$ cat src/rtl/keypad_matrix_scanner.sv
// COLSxROWS keypad scanner: one active-low column strobe per DWELL cycles, frame-level debounce, one key-press event per frame.
// Latency: o_key_map updates 2 cycles after the last column's sample and o_key_valid follows 1 cycle later. The outputs have no backpressure.
module keypad_matrix_scanner #(
    parameter int COLS     = 3,
    parameter int ROWS     = 4,
    parameter int DWELL    = 1000,
    parameter int DEBOUNCE = 4,
    localparam int KW      = $clog2(ROWS*COLS)
) (
    input  logic                 clk,
    input  logic                 rst,
    input  logic [ROWS-1:0]      i_rows,
    output logic [COLS-1:0]      o_cols,
    output logic                 o_key_valid,
    output logic [KW-1:0]        o_key_code,
    output logic [ROWS*COLS-1:0] o_key_map,
    output logic                 o_any_pressed
);

    localparam int NK = ROWS * COLS;
    localparam int CW = $clog2(COLS);
    localparam int DW = $clog2(DWELL);
    localparam int SW = (DEBOUNCE > 1) ? $clog2(DEBOUNCE) : 1;

    logic [ROWS-1:0] sync1_q, sync2_q;
    logic [CW-1:0]   col_q, col_d;
    logic [DW-1:0]   dwell_q, dwell_d;
    logic [COLS-1:0] cols_q, cols_d;
    logic [NK-1:0]   frame_cur_q, frame_cur_d;
    logic [NK-1:0]   frame_prev_q, frame_prev_d;
    logic [NK-1:0]   key_map_q, key_map_d;
    logic [NK-1:0]   reported_q, reported_d;
    logic [SW-1:0]   stable_q, stable_d;
    logic            eof_q, eof_d;
    logic            evt_q;
    logic            key_valid_q, key_valid_d;
    logic [KW-1:0]   key_code_q, key_code_d;

    logic            sample;
    logic [NK-1:0]   pending;
    logic [KW-1:0]   low_idx;

    assign sample  = (dwell_q == DW'(DWELL - 1));
    assign pending = key_map_q & ~reported_q;

    // Column scan and per-column capture into the frame being assembled.
    always_comb begin
        dwell_d     = sample ? '0 : dwell_q + DW'(1);
        col_d       = col_q;
        cols_d      = cols_q;
        frame_cur_d = frame_cur_q;
        eof_d       = sample && (col_q == CW'(COLS - 1));
        if (sample) begin
            col_d  = (col_q == CW'(COLS - 1)) ? '0 : col_q + CW'(1);
            cols_d = ~(COLS'(1) << col_d);
            for (int r = 0; r < ROWS; r++) begin
                for (int c = 0; c < COLS; c++) begin
                    if (CW'(c) == col_q) begin
                        frame_cur_d[r*COLS + c] = sync2_q[r];
                    end
                end
            end
        end
    end

    // Debounce: the frame is accepted once DEBOUNCE identical frames have been seen in a row.
    always_comb begin
        stable_d     = stable_q;
        frame_prev_d = frame_prev_q;
        key_map_d    = key_map_q;
        if (eof_q) begin
            if (frame_cur_q == frame_prev_q) begin
                stable_d = (stable_q == SW'(DEBOUNCE - 1)) ? stable_q : stable_q + SW'(1);
            end else begin
                stable_d = '0;
            end
            frame_prev_d = frame_cur_q;
            if (stable_d == SW'(DEBOUNCE - 1)) begin
                key_map_d = frame_cur_q;
            end
        end
    end

    always_comb begin
        low_idx = '0;
        for (int i = NK - 1; i >= 0; i--) begin
            if (pending[i]) begin
                low_idx = KW'(i);
            end
        end
    end

    // Released keys forget their reported state, so a later re-press reports again.
    always_comb begin
        reported_d  = reported_q & key_map_q;
        key_valid_d = 1'b0;
        key_code_d  = key_code_q;
        if (evt_q && (|pending)) begin
            key_valid_d = 1'b1;
            key_code_d  = low_idx;
            reported_d  = reported_d | (NK'(1) << low_idx);
        end
    end

    always_ff @(posedge clk) begin
        if (rst) begin
            sync1_q      <= '0;
            sync2_q      <= '0;
            col_q        <= '0;
            dwell_q      <= '0;
            cols_q       <= ~COLS'(1);
            frame_cur_q  <= '0;
            frame_prev_q <= '0;
            key_map_q    <= '0;
            reported_q   <= '0;
            stable_q     <= '0;
            eof_q        <= 1'b0;
            evt_q        <= 1'b0;
            key_valid_q  <= 1'b0;
            key_code_q   <= '0;
        end else begin
            sync1_q      <= ~i_rows;
            sync2_q      <= sync1_q;
            col_q        <= col_d;
            dwell_q      <= dwell_d;
            cols_q       <= cols_d;
            frame_cur_q  <= frame_cur_d;
            frame_prev_q <= frame_prev_d;
            key_map_q    <= key_map_d;
            reported_q   <= reported_d;
            stable_q     <= stable_d;
            eof_q        <= eof_d;
            evt_q        <= eof_q;
            key_valid_q  <= key_valid_d;
            key_code_q   <= key_code_d;
        end
    end

    assign o_cols        = cols_q;
    assign o_key_valid   = key_valid_q;
    assign o_key_code    = key_code_q;
    assign o_key_map     = key_map_q;
    assign o_any_pressed = |key_map_q;

endmodule

$ cat config.mk
export PLATFORM = sky130hd
export DESIGN_NAME = keypad_matrix_scanner
export DESIGN_NICKNAME = d
export VERILOG_FILES = /design/src/rtl/keypad_matrix_scanner.sv
export SDC_FILE = /design/constraint.sdc
export NUM_CORES = 1
export LEC_CHECK = 0
export BUFFER_PORTS_ARGS = -buffer_cell sky130_fd_sc_hd__buf_2
export CAP_MARGIN = 10
export CORE_ASPECT_RATIO = 1.4
export CORE_MARGIN = 3
export CORE_UTILIZATION = 55
export DETAILED_ROUTE_END_ITERATION = 16
export PLACE_DENSITY = 0.76
export SLEW_MARGIN = 20
export SYNTH_ARGS = -nofsm -noshare
export SYNTH_HDL_FRONTEND = slang
export SYNTH_SLANG_ARGS = --single-unit
$ cat constraint.sdc
create_clock -name clk -period 2.8 [get_ports clk]
set_input_delay 0.7 -clock clk [delete_from_list [all_inputs] [get_ports clk]]
set_output_delay 0.7 -clock clk [all_outputs]
set_load 0.01 [all_outputs]
* Yosys cells after proc, flatten, opt, wreduce, memory -nomap -nowiden
Cells that the tools add are included. Widths: inputs -> output; s select.
Word-level totals: register bits 80, bits in latches 0, RAM bits 0, bits in read-only memories 0, input bits 6, output and inout port bits 21, word-level logic and storage cells 62, memories kept 0
Operators by class: $add $sub $neg 3, multiply operators 0, div/mod/pow operators 0, $lt $le $gt $ge 0, eq/ne operators 7, shifts and indexed selects 2, mux-type cells 18, bitwise gates (word level) 6, reduce and logical (&&, ||, !) cells 10
Operators by type and width (count):
- $mux 4 | 12
- $and 12x12->12 | 2
- $reduce_or 12->1 | 2
- $eq 12x12->1 | 1
- $mux 12 | 1
- $not 12->12 | 1
- $or 12x12->12 | 1
- $shl 1x4->12 const A | 1
- $add 10x1->10 const B | 1
- $eq 10x10->1 const B | 1
- $mux 2 | 4
- $reduce_and 2->1 | 4
- $eq 2x2->1 const B | 3
- $add 2x1->2 const B | 2
- $not 4->4 | 1
- $not 3->3 | 1
- $shl 1x2->3 const A | 1
- $eq 1x2->1 const A | 1
- $eq 2x2->1 const A | 1
- $logic_and 1x1->1 | 2
- $logic_not 2->1 | 1
- $reduce_or 2->1 | 1
- $mux 1 | 1

* Longest topological paths before layout
depth in word-level cells 17, mapped depth 7, gate-level depth less buffers 6

* Worst setup path after synthesis
Ideal clock, no wire load.
path kind register -> register, from register dwell_q[0], to register frame_cur_q[3], library setup time 0.128 ns, arrival 1.696 ns, required time 2.672 ns, slack 0.976 ns, cell stages (with the launch flop) 8, buffers on the path 1, period minus slack after synthesis 1.824 ns, cell sequence dfxtp_1 > ha_1 > nand3b_1 > or4_4 > buf_6 > nor3_4 > mux2i_1 > nor2_1
On the way: word-level cells in the longest chain between the ends 2
Ends and longest elaborated chain:
- start, declared | line 27 | logic [DW-1:0] dwell_q, dwell_d;
- start signal, assigned | line 125 | dwell_q <= dwell_d;
- $eq 10x10->1 | line 43 | assign sample = (dwell_q == DW'(DWELL - 1));
- $reduce_and 2->1 (no source line)
- end signal, assigned | line 127 | frame_cur_q <= frame_cur_d;
- end, declared | line 29 | logic [NK-1:0] frame_cur_q, frame_cur_d;
No other way between the ends. A chain may end at the register's enable or synchronous reset.

* Worst setup path after layout
from register key_map_q[7], in the netlist o_key_map[7], to output port o_any_pressed
On the way: word-level cells in the longest chain between the ends 1
Ends and longest elaborated chain:
- start, declared | line 31 | logic [NK-1:0] key_map_q, key_map_d;
- start signal, assigned | line 129 | key_map_q <= key_map_d;
- $reduce_or 12->1 | line 143 | assign o_any_pressed = |key_map_q;
- end, declared | line 17 | output logic o_any_pressed
No other way between the ends.

==> flow_summary.json <==
{
  "drc_errors": 0,
  "finalNonFillerCells": 439,
  "crit_family": "simple AND/OR/NAND/NOR gates",
  "ys_types": 45,
  "final_cell_mix": "80 x dfxtp_1, 56 x nor2_1, 34 x mux2i_1",
  "crit_chain": "nor4_1 > nand3_1 > buf_2",
  "clk_latency_ns": 0.35,
  "cts_sinks": 80,
  "hpwl_um": 4610,
  "period_minus_slack_ns": 2.13,
  "use_met2_pct": 34.1,
  "antenna_cells": 0,
  "synthesis.area_mm2": 0.00321,
  "max-slew-margin-rel_pct": 60.3,
  "clockBufferDepth": 2,
  "path_max_fanout": 5,
  "row_count": 32,
  "slew_violations": 0,
  "finalWirelength_um": 6390,
  "placed_area_mm2": 0.00340,
  "synth-seq-cells": 80,
  "max_cap_viol_count": 0,
  "path_class": "flop to output port",
  "r2r_cells": 6,
  "hold_path_class": "flop to flop",
  "synth_top_family_by_area": "simple AND/OR/NAND/NOR gates",
  "syn_to_final_growth_pct": 11.1,
  "track_usage_pct": 20.1,
  "synth_xor_area_share_pct": 4.91,
  "cts_tree": "done",
  "place_inst": 424,
  "worstPathRequired_ns": 2.10,
  "min_path_cells": 1,
  "drt-vias-per-instance": 5.58,
  "stdcell_area_mm2": 0.00357,
  "place_ws_ns": 0.693,
  "finish.net_count": 374,
  "rr_startpoint": "dwell_q[0]$_SDFF_PP0_",
  "use_met3_pct": 5.28,
  "die_area_mm2": 0.00681,
  "cp_slowest_cell": "nor4_1",
  "rsz0062_at_grt": "false",
  "netlist_instances": 338,
  "setup_slack_ns": 0.669,
  "synthArstFlopShare_pct": 0,
  "postCtsSetupRepairBufs": 0,
  "total_power_mw": 1.93,
  "peakVddDrop_uv": 605,
  "ant_nets": 0,
  "postCtsResizedCells": 0,
  "synth_edf_count": 0,
  "port_buffers": 26,
  "fin_tns_setup_ns": 0,
  "core_area_mm2": 0.00557,
  "hold_path.startpoint": "sync1_q[0]$_SDFF_PP0_",
  "wl_per_cell_um": 14.5,
  "first_pass_iters": 4,
  "path_buf_inv": 1,
  "clock.fmax_ghz": 0.469,
  "worstReg2RegEnd": "frame_cur_q[1]$_SDFFE_PP0P_",
  "grt_pass1_wl_um": 10600,
  "antenna_found_initial": 0,
  "period_share_pct": 76.1,
  "drt_iter0_drc": 121,
  "hold_path_end": "sync2_q[0]$_SDFF_PP0_",
  "whs_ns": 0.443,
  "syn_avg_cell_area_um2": 9.50,
  "htree_levels": 3,
  "synth_nets": 345,
  "start_util_pct": 57.7,
  "clock_skew_ns": 0.00742,
  "hold_viol": 0,
  "busiest_layer": "met2",
  "cts-buffers-inserted": 9,
  "synth_fa_ha_area_share_pct": 0.390,
  "die_h_um": 96.4,
  "vias": 2448,
  "setup_viol": 0,
  "clkTransAtPathRegs_ns": 0.07,
  "p_per_area_mw_per_mm2": 541,
  "start_kind": "flop",
  "synth_top_flop_cell": "dfxtp_1",
  "r2r_slack_ns": 0.79,
  "status": "finished clean",
  "grt_pass1_vias": 2281,
  "overflow": 0,
  "yosysSeqAreaShare_pct": 49.9,
  "die_w_um": 70.6,
  "critPathLaunch": "o_key_map[7]$_SDFFE_PP0P_",
  "max_stage_delay_ns": 0.45,
  "leakage_nw": 1.39,
  "synth-simple-area-share_pct": 22.0,
  "layout-drive-gt1-share_pct": 14.3,
  "cts_root_buffer": "clkbuf_8",
  "met1_usage_pct": 23.6,
  "routabilityCongestion": 0.912,
  "grt_max_degree": 46,
  "synth_compound_area_share_pct": 9.35,
  "final_common_cell": "dfxtp_1",
  "ioPinCount": 27,
  "max_slew.worst_pin.slew_ns": 0.590,
  "holdBufCountCts": 0,
  "yosysWarnings": 0,
  "post-route-util_pct": 64.1,
  "synth.mux.area_fraction_pct": 10.6,
  "crit_path_end_kind": "output port",
  "cp.arrival_ns": 1.43
}
## worst register-to-register path, stage by stage, from the launching register on
cell and delay [ns]:
dfxtp_1 0.37, ha_1 0.22, nand3b_1 0.13, nor4_1 0.47, nand3b_1 0.36, mux2i_1 0.25, nor2_1 0.06
## logic make-up after synthesis
family                     count (synthesis)
adders and majority gates                  1
buffers and inverters                     20
muxes                                     34
xor gates and xnor gates                  18
and+or+nand+nor                          141
AOI/OAI and AO/OA                         44
DFF                                       80
## flip-flops by register name, summed over array words and instances (netlist names)
register	count
frame_prev_q	12
o_key_code	4
sync1_q	4
evt_q	1
dwell_q	10
o_key_map	12
eof_q	1
o_key_valid	1
frame_cur_q	12
o_cols	3
col_q	2
reported_q	12
stable_q	2
sync2_q	4
## worst max path at each step
stage | slack (ns) | to | depth (start not counted)
global placement | 0.69 | reported_q[10]$_SDFF_PP0_ | 6
global route | 0.56 | o_any_pressed | 3
detailed placement | 0.69 | reported_q[10]$_SDFF_PP0_ | 6
finish | 0.67 | o_any_pressed | 3
CTS | 0.67 | o_any_pressed | 3
floorplan | 0.98 | frame_cur_q[3]$_SDFFE_PP0P_ | 7
## cells in the mapped netlist, types with 2 or more instances
master	n	area share, %
nand3_1	10	1.6
xnor2_1	15	4.1
buf_1	2	0.23
nor2_1	56	6.5
o32ai_1	7	1.9
inv_1	8	0.93
nand3b_1	3	0.70
mux2i_1	34	11
o221ai_1	2	0.55
o22ai_1	4	0.78
nor4_1	5	0.97
nand4_1	5	0.97
xor2_1	3	0.82
o21ai_0	9	1.4
nand2_1	24	2.8
nor2b_1	15	2.9
or3_1	2	0.39
o21a_1	2	0.47
a21oi_1	10	1.6
dfxtp_1	80	50
clkbuf_1	7	0.82
nand2b_1	9	1.8
a211oi_1	2	0.47
buf_6	2	0.70
or4_4	2	0.70
## layout make-up
| class | count | area (um2) |
|---|---|---|
| clock buffers | 11 | 151 |
| multi-input cells | 238 | 1520 |
| repair buffers | 30 | 160 |
| well taps | 68 | 85.1 |
| clock inverters | 4 | 20.0 |
| inverters | 8 | 30.0 |
| fillers | 483 | 2000 |
| flip-flops and latches | 80 | 1600 |
## metal layers
layer / up-vias / routed length, um
li1: 1236 / -
met1: 1130 / 2780
met2: 66 / 3120
met3: 16 / 328
met4: 0 / 165
met5: - / 0
## power breakdown
group	switching, mW	leakage [nW]	internal, mW
registers	0.00610	0.647	1.15
logic	0.0227	0.649	0.0110
clock network	0.383	0.0947	0.359
Power figures use the tool's default switching activity.
